File: src/rtl/debounce_pkg.sv
// Shared types and defaults for the debounce_sync input conditioner.
package debounce_pkg;

  typedef enum logic [1:0] {
    IDLE_LO = 2'd0,
    WAIT_HI = 2'd1,
    IDLE_HI = 2'd2,
    WAIT_LO = 2'd3
  } dbnc_state_t;

  localparam int DBNC_STABLE_DEFAULT = 4;

endpackage

File: src/rtl/debounce_sync_sync_2ff.sv
// Two-flip-flop synchronizer for a single asynchronous bit; resets to 0.
// Shared by other blocks that bring asynchronous inputs into the clk domain.
module sync_2ff (
  input  logic clk,
  input  logic reset,
  input  logic i_d,
  output logic o_q
);

  logic r_s1;
  logic r_s;

  // First stage may go metastable; only the second stage is used downstream.
  always_ff @(posedge clk or posedge reset) begin
    if (reset) begin
      r_s1 <= 1'b0;
      r_s  <= 1'b0;
    end else begin
      r_s1 <= i_d;
      r_s  <= r_s1;
    end
  end

  assign o_q = r_s;

endmodule

File: src/rtl/debounce_sync.sv
// Synchronizes and debounces one asynchronous input into a clean registered level.
// Define DEBOUNCE_SYNC_EDGE_EN to generate the registered rise/fall pulses.
module debounce_sync
  import debounce_pkg::*;
#(
  parameter int STABLE_CYCLES = DBNC_STABLE_DEFAULT
) (
  input  logic clk,
  input  logic reset,
  input  logic din,
  output logic dout,
  output logic rise,
  output logic fall,
  output logic busy
);

  localparam int CNT_W = $clog2(STABLE_CYCLES + 1);
  localparam logic [CNT_W-1:0] CNT_ZERO = CNT_W'(0);
  localparam logic [CNT_W-1:0] CNT_ONE  = CNT_W'(1);
  localparam logic [CNT_W-1:0] CNT_MAX  = CNT_W'(STABLE_CYCLES);

  logic             w_s;
  dbnc_state_t      r_state;
  logic [CNT_W-1:0] r_cnt;
  logic             r_dout;
  logic             r_busy;
`ifdef DEBOUNCE_SYNC_EDGE_EN
  logic             r_rise;
  logic             r_fall;
`endif

  sync_2ff u_sync (
    .clk   (clk),
    .reset (reset),
    .i_d   (din),
    .o_q   (w_s)
  );

  // Qualification FSM; busy is registered alongside the state so it equals a decode of it.
  always_ff @(posedge clk or posedge reset) begin
    if (reset) begin
      r_state <= IDLE_LO;
      r_cnt   <= CNT_ZERO;
      r_dout  <= 1'b0;
      r_busy  <= 1'b0;
`ifdef DEBOUNCE_SYNC_EDGE_EN
      r_rise  <= 1'b0;
      r_fall  <= 1'b0;
`endif
    end else begin
`ifdef DEBOUNCE_SYNC_EDGE_EN
      r_rise <= 1'b0;
      r_fall <= 1'b0;
`endif
      case (r_state)
        IDLE_LO: begin
          if (w_s) begin
            r_state <= WAIT_HI;
            r_cnt   <= CNT_ONE;
            r_busy  <= 1'b1;
          end
        end
        WAIT_HI: begin
          if (!w_s) begin
            r_state <= IDLE_LO;
            r_cnt   <= CNT_ZERO;
            r_busy  <= 1'b0;
          end else if (r_cnt == CNT_MAX) begin
            r_state <= IDLE_HI;
            r_cnt   <= CNT_ZERO;
            r_dout  <= 1'b1;
            r_busy  <= 1'b0;
`ifdef DEBOUNCE_SYNC_EDGE_EN
            r_rise  <= 1'b1;
`endif
          end else begin
            r_cnt <= r_cnt + CNT_ONE;
          end
        end
        IDLE_HI: begin
          if (!w_s) begin
            r_state <= WAIT_LO;
            r_cnt   <= CNT_ONE;
            r_busy  <= 1'b1;
          end
        end
        WAIT_LO: begin
          if (w_s) begin
            r_state <= IDLE_HI;
            r_cnt   <= CNT_ZERO;
            r_busy  <= 1'b0;
          end else if (r_cnt == CNT_MAX) begin
            r_state <= IDLE_LO;
            r_cnt   <= CNT_ZERO;
            r_dout  <= 1'b0;
            r_busy  <= 1'b0;
`ifdef DEBOUNCE_SYNC_EDGE_EN
            r_fall  <= 1'b1;
`endif
          end else begin
            r_cnt <= r_cnt + CNT_ONE;
          end
        end
        default: begin
          r_state <= IDLE_LO;
          r_cnt   <= CNT_ZERO;
          r_dout  <= 1'b0;
          r_busy  <= 1'b0;
        end
      endcase
    end
  end

  assign dout = r_dout;
  assign busy = r_busy;
`ifdef DEBOUNCE_SYNC_EDGE_EN
  assign rise = r_rise;
  assign fall = r_fall;
`else
  assign rise = 1'b0;
  assign fall = 1'b0;
`endif

endmodule

File: config.mk
export PLATFORM = sky130hd
export DESIGN_NAME = debounce_sync
export DESIGN_NICKNAME = d
export VERILOG_FILES = /design/src/rtl/debounce_pkg.sv /design/src/rtl/debounce_sync_sync_2ff.sv /design/src/rtl/debounce_sync.sv
export SDC_FILE = /design/constraint.sdc
export NUM_CORES = 1
export LEC_CHECK = 0
export ABC_AREA = 1
export CORE_AREA = 2 2 39 41
export CTS_CLUSTER_DIAMETER = 200
export DETAILED_ROUTE_END_ITERATION = 6
export DIE_AREA = 0 0 41 43
export HOLD_SLACK_MARGIN = 0.02
export PLACE_DENSITY = 0.55
export SETUP_SLACK_MARGIN = 0.02
export SYNTH_ARGS = -nofsm -noshare
export SYNTH_HDL_FRONTEND = slang
export SYNTH_SLANG_ARGS = --single-unit
File: constraint.sdc
create_clock -name clk -period 1.7 [get_ports clk]
set_input_delay 0.255 -clock clk [delete_from_list [all_inputs] [get_ports clk]]
set_output_delay 0.255 -clock clk [all_outputs]
set_load 0.01 [all_outputs]
==> impl_metrics.json, run 1 <==
{
  "crit_chain": "clkdlybuf4s50_1",
  "ios": 7,
  "synth_seq_cells": 9,
  "dieArea_um2": 1760,
  "finalCriticalPeriod_ps": 1430,
  "cts_tree": "done",
  "clk_latency_ps": 260,
  "leakage_nw": 0.279,
  "hold_viol_final": 0,
  "rsz0062_at_grt": "no",
  "io_buffers": 4,
  "vias_per_cell": 4.35,
  "critPathTopFamily": "buffers and inverters",
  "drc": 0,
  "r2r-start": "r_cnt[0]",
  "drtIter0Drc": 15,
  "ir_drop_mv": 0.601,
  "crit_buf_inv": 1,
  "holdBufCountCts": 0,
  "area_delta_synth_final_pct": 16.9,
  "coreArea_um2": 1380,
  "final_common_cell": "nand2_1",
  "dp_hpwl_um": 476,
  "wirelength_um": 650,
  "wl_per_cell_um": 8.44,
  "grt_max_degree": 10,
  "drive_above_1_share": 0.164,
  "num_rows": 14,
  "cap_violations": 0,
  "cts_sinks": 9,
  "diodes": 0,
  "antenna_found_initial": 0,
  "postCtsSetupBuffers": 0,
  "grt_overflow": 0,
  "cts_resized": 0,
  "reg2reg_depth": 7,
  "period_share": 0.840,
  "yosys.area.top_type_share": 0.506,
  "die_w_um": 41,
  "worstSetupStartpointType": "flip-flop",
  "cts_buffer_depth": 2,
  "final_nets": 67,
  "die_h_um": 43,
  "fin_skew_ps": 1.23,
  "status": "finished clean",
  "gr-usage-all-layers": 0.110,
  "gp_congestion": 0.729,
  "synth_area_um2": 445,
  "final_cell_mix": "nand2_1, dfrtp_1, inv_1",
  "numCtsBuffers": 3,
  "clkTransAtPathRegs_ps": 60,
  "power_per_cell_area_nw_per_um2": 1410,
  "setup_violations": 0,
  "crit_path_max_incr_delay_ps": 550,
  "required_ps": 1440,
  "yosysTopAreaCell": "dfrtp_1",
  "fin_setup_tns_ps": 0,
  "r2r-end": "r_cnt[0]",
  "ant_nets": 0,
  "yosys.cell_types.count": 15,
  "slowest_stage": "clkdlybuf4s50_1",
  "start_util": 0.322,
  "syn_inst": 54,
  "crit_type": "reg2out",
  "crit_fanout": 3,
  "hold_class": "in2async",
  "end_kind": "primary output",
  "syn_area_per_cell_um2": 8.25,
  "first_pass_iters": 4,
  "r2r_slack_ps": 560,
  "yosys_warnings": 0,
  "cp.arrival_ps": 1170,
  "synth.area.top_cells": "dfrtp_1, nand2_1, inv_1",
  "cts.htree.levels": 1,
  "ys_seq_area_frac": 0.506,
  "slew_violations": 0,
  "grt_pass1_vias": 323,
  "clock.fmax_mhz": 700,
  "cts-root-buf": "clkbuf_4",
  "power.total_mw": 0.734,
  "num_vias": 335,
  "cp_num_cells": 1,
  "grt_pass1_wl_mm": 1.29
}
[per-stage QoR]
step	util	setup WS (ps)	hold slack, ps	cells	instance area (um2)
after detailed placement	0.357	563	337	73	494
after CTS	0.376	269	253	77	520
after floorplan	-	655	82.9	55	449
after global routing	0.376	236	312	77	520
after global placement	0.357	563	332	73	494
final	0.376	272	242	77	520
[worst reg2reg max path: stages (launching register included)]
cell and delay (ps):
dfrtp_1 380, inv_1 60, ha_1 200, nand2_2 110, inv_1 60, o21ai_0 120, o21ai_0 90, inv_1 50
[cells by family after synthesis]
group | synth area share
simple gates | 0.236
buf+inv | 0.126
flops | 0.506
other cells | 0.00842
fa+ha+maj | 0.0562
compound gates | 0.0674
[power breakdown]
part | switching (mW) | leakage [nW] | internal (mW)
Clock | 0.0764 | 0.0150 | 0.0906
Sequential | 0.0609 | 0.112 | 0.278
Combinational | 0.123 | 0.151 | 0.105
[synth_stat cells]
| master | number |
|---|---|
| a21oi_1 | 1 |
| buf_4 | 2 |
| conb_1 | 1 |
| dfrtp_1 | 9 |
| ha_1 | 2 |
| inv_1 | 8 |
| inv_2 | 3 |
| nand2_1 | 10 |
| nand2_2 | 2 |
| nand3_1 | 3 |
| nand4_1 | 2 |
| nor2_1 | 4 |
| nor2_2 | 2 |
| o21ai_0 | 3 |
| o21ai_1 | 2 |
[how the worst max path moves through the flow]
stage                     slack [ps]  startpoint  endpoint
after global routing             240        busy      busy
after floorplan                  660    r_cnt[0]  r_cnt[0]
after detailed placement         560    r_cnt[0]  r_cnt[0]
final                            270        busy      busy
after global placement           560        busy      busy
after CTS                        270        busy      busy
[layer usage]
metal,vias up,track usage,wire (um),part of all wire
met5,-,0,0,0
met2,12,0.131,267,0.41
met3,5,0.0314,38,0.058
li1,175,-,-,-
met1,143,0.161,319,0.49
met4,0,0.0800,24,0.037
[final cells by class]
| class | count | area [um2] |
|---|---|---|
| clock buffers | 4 | 26.3 |
| inverters | 11 | 41.3 |
| well taps | 16 | 20.0 |
| repair buffers | 4 | 40.0 |
| fillers | 143 | 863 |
| multi-input cells | 33 | 168 |
| flip-flops and latches | 9 | 225 |
No activity file was read; power rests on OpenSTA's default activity.
==> run 2, diff against run 1 <==
- clock period: 1.7 -> 1.34 ns (I/O delays scaled with it)
==> run 2 against run 1 <==
Net effect: non-clock buffer count grew 1; critical endpoint unchanged; largest power group unchanged; die area is the same; design area rose by 0.96%; worst hold slack got worse by 53 ps; highest routed layer unchanged; combinational power increased by 31%; register-to-register slack worse by 350 ps; critical path type unchanged; via count increased by 1.5%.
==> impl_metrics.json, run 2 (synthesis gave the netlist of run 1 again) <==
{
  "grt_max_degree": 10,
  "hold_class": "in2async",
  "slew_violations": 0,
  "cts_tree": "done",
  "crit_buf_inv": 1,
  "clkTransAtPathRegs_ps": 60,
  "numCtsBuffers": 3,
  "die_h_um": 43,
  "fin_setup_tns_ps": 0,
  "grt_pass1_wl_mm": 1.17,
  "critPathTopFamily": "flip-flops",
  "num_vias": 340,
  "power_per_cell_area_nw_per_um2": 1780,
  "grt_pass1_vias": 299,
  "end_kind": "primary output",
  "cts-root-buf": "clkbuf_4",
  "setup_slack_ps": 209,
  "num_rows": 14,
  "diodes": 0,
  "final_common_cell": "nand2_1",
  "dieArea_um2": 1760,
  "holdBufCountCts": 0,
  "leakage_nw": 0.289,
  "cap_violations": 0,
  "finalCriticalPeriod_ps": 1130,
  "first_pass_iters": 1,
  "dp_hpwl_um": 502,
  "crit_chain": "dlygate4sd2_1",
  "crit_type": "reg2out",
  "coreArea_um2": 1380,
  "start_util": 0.322,
  "io_buffers": 4,
  "cp.arrival_ps": 930,
  "final_cell_mix": "nand2_1, dfrtp_1, inv_1",
  "post-place-ws_ps": 208,
  "clock.fmax_mhz": 884,
  "ir_drop_mv": 0.940,
  "crit_path_max_incr_delay_ps": 390,
  "die_w_um": 41,
  "hold_viol_final": 0,
  "status": "finished clean",
  "ant_nets": 0,
  "clk_latency_ps": 260,
  "slowest_stage": "dfrtp_1",
  "period_share": 0.844,
  "wirelength_um": 656,
  "holdWs_ps": 189,
  "fin_skew_ps": 1.34,
  "grt_overflow": 0,
  "wl_per_cell_um": 8.41,
  "final_nets": 68,
  "drive_above_1_share": 0.177,
  "vias_per_cell": 4.36,
  "cts_buffer_depth": 2,
  "antenna_found_initial": 0,
  "cts.htree.levels": 1,
  "drc": 0,
  "area_delta_synth_final_pct": 18.0,
  "ios": 7,
  "drtIter0Drc": 0,
  "worstSetupStartpointType": "flip-flop",
  "rsz0062_at_grt": "no",
  "gp_congestion": 0.706,
  "gr-usage-all-layers": 0.0996,
  "cts_sinks": 9,
  "crit_fanout": 3,
  "required_ps": 1140,
  "setup_violations": 0
}
## run 2: cell types whose count changed in the layout (fill, tap and decap cells not counted)
cell / before / now
buf_4: 0 / 1
dlygate4sd2_1: 0 / 2
clkdlybuf4s50_1: 4 / 2
## run 2: path summary, 6_finish.rpt
kind / start / end / slack (ps) / cells after the start
max reg2reg: r_cnt[0] / r_cnt[0] / 210 / 7
max in group asynchronous: reset / r_cnt[1] / 910 / 2
min reg2reg: u_sync.r_s1 / u_sync.o_q / 360 / 0
max: busy / busy / 210 / 1
min in group clk: u_sync.r_s1 / u_sync.o_q / 360 / 0
min: reset / dout / 190 / 2
## run 2: final cells by class
cell class | count | area, um2
sequential | 9 | 225
timing repair buffer | 5 | 45.0
inverter | 11 | 41.3
clock buffer | 4 | 26.3
tap | 16 | 20.0
fill | 141 | 858
multi-input combinational | 33 | 168
## run 2: timing repair
action	in CTS	in global routing
pin swaps	0	0
setup endpoints to repair	2	1
setup buffers	0	1
gates cloned	0	0
resized for setup	2	0
## run 2: per-layer routing
layer  global-route usage  wire length, um
met1                0.140              328
met5                    0                0
met4               0.0400               10
met3               0.0314               36
met2                0.138              281
## run 2: power breakdown
part	leakage (nW)	switching, mW	internal, mW
logic	0.162	0.163	0.135
registers	0.112	0.0742	0.353
clock network	0.0150	0.0941	0.115
## run 2: through the flow
stage / power, mW / util / instances / area [um2]
3_5_place_dp: 0.731 / 0.357 / 73 / 494
5_1_grt: 1.03 / 0.380 / 78 / 526
6_report: 0.934 / 0.380 / 78 / 526
2_1_floorplan: 0.638 / - / 55 / 449
3_3_place_gp: 0.732 / 0.357 / 73 / 494
4_1_cts: 0.927 / 0.374 / 77 / 518
==> patch: new RTL, config.mk and constraints of run 2 <==
The option `DEBOUNCE_SYNC_EDGE_EN` is turned on by a define.
--- a/src/rtl/debounce_sync.sv
+++ b/src/rtl/debounce_sync.sv
@@ -1,5 +1,7 @@
 // Synchronizes and debounces one asynchronous input into a clean registered level.
 // Define DEBOUNCE_SYNC_EDGE_EN to generate the registered rise/fall pulses.
+`define DEBOUNCE_SYNC_EDGE_EN
+
 module debounce_sync
   import debounce_pkg::*;
 #(
Behaviour: not the same (a bounded check fails within 10 cycles, from zero or initial values and one cycle with reset high).
==> patch against run 2 <==
Hold slack improved by 17 ps. Critical path depth unchanged. Global-route usage down 0.071 points. Sequential cell count increased by 2. First-iteration DRC count is 3 higher. Sequential share of layout area up 4.4 points. Area after synthesis up 7.9%. Wire length increased by 8.1%. Core utilization is 4.2 points higher. Setup slack worse by 14 ps. Final area rose by 11%. Count of clock-buffer cells in the layout down 1. Total power grew 7.0%.
==> patch: results (changes against run 2) <==
metric,value,unit,change
hold crit path type,in2async,,
Worst Reg-to-Reg Cells,5,,-2
combinational power,0.303,mW,+1%
dpl hpwl,553,µm,+10%
achievable frequency,873,MHz,-1.3%
worst r2r src,r_cnt[0]$_DFFE_PP0P_,,
Crit path max-delay family,flip-flops,,
r2r setup slk,200,ps,
Synth cell types,13,,-2
run status,finished clean,,
vias in the first global route,292,,-2.3%
Synth top area share,57.3,%,+6.7 points
CP max stage cell,dfrtp_1,,
maximum fanout along the worst path,3,,unchanged
first-pass GRT wire length,1.16,mm,-1.2%
Hold WS,207,ps,+17.4 ps
Async SR Flop Fraction,100,%,unchanged
Clock Path Buffers,2,,unchanged
1st-pass router iterations,4,,+3
layout cell share with drive strength beyond 1,12.5,%,-5.2 points
Post-synth EDFFs,0,,unchanged
WS Path Type,reg2out,,
Avg Inst Size Synth,8.90,µm²,+7.9%
largest net degree at the start of global routing,12,,+2
post-route insts no fill,80,,+2.6%
Post-Place Cells,76,,+4.1%
CTS resizes,4,,+2
Num CTS Buffers,3,,unchanged
most area-consuming cells after synthesis,"dfrtp_1 (57%), nand2_1 (10%), inv_1 (8.6%), ha_1 (5.2%), nand3_1 (3.1%)",,
GRT Util Overall,9.89,%,-0.071 points
Tightest Pin Transition,400,ps,
post-detailed-routing wire length,709,µm,+8.1%
"Top FF cell, synth",dfrtp_1,,
Final Wtd Congestion,0.767,,+8.7%
pre-CTS setup slack,190,ps,-17.4 ps
Clock Skew,4.80,ps,+3.46 ps
Synth top cells by count,"nand2_1 (13), dfrtp_1 (11), inv_1 (11)",,
Syn Nets,59,,
I/O Buffers,6,,+2
P_clk,0.221,mW,+6%
clock network power share,22.1,%,-0.2 points
Post-CTS Setup Repair Bufs,0,,unchanged
routed vias,353,,+3.8%
largest register by flop count,r_cnt,,
P_leak,0.325,nW,+12%
RR Endpoint,dout$_DFFE_PP0P_,,
CP endpoint,busy,,
sequential area share after synthesis,57.3,%,+6.7 points
Ant. Diodes,0,,unchanged
max reg flops,3,,
count of nets after finishing,70,,+2.9%
initial detailed-routing violation count,3,,+3
Placed Instance Area,561,µm²,+13%
Net Sw Power,0.350,mW,+5.4%
maximum vdd drop,0.000691,V,-27%
[patch: changes by cell type in the layout (fill, tap and decap cells not counted), sizes merged]
cell                run 2  this run
nand2                  12        15
nor2                    6         5
clkbuf                  4         3
nand3                   3         4
clkinv                  0         1
dfrtp                   9        11
o21ai                   5         3
a21oi                   1         2
conb                    2         0
nand4                   2         1
dlygate4sd2             2         4
buf                     1         0
[patch: area by class of cell]
type,count,area [µm²]
multi-input cells,32,164
clock inverters,1,5.00
well taps,16,20.0
repair buffers,6,55.1
flip-flops and latches,11,275
fillers,138,801
inverters,11,41.3
clock buffers,3,22.5
[patch: cells by family after synthesis]
family / share of synthesized area (%)
AND/OR/NAND/NOR: 23.7
AO/OA/AOI/OAI: 5.21
buffers and inverters: 8.59
adder cells (fa/ha/maj): 5.21
flip-flops: 57.3
[patch: per-layer routing]
layer	track usage, %	vias to the layer above	wire [µm]
li1	-	184	-
met1	12.8	161	328
met2	13.8	6	331
met3	3.14	2	30
met4	6.00	0	19
met5	0	-	0
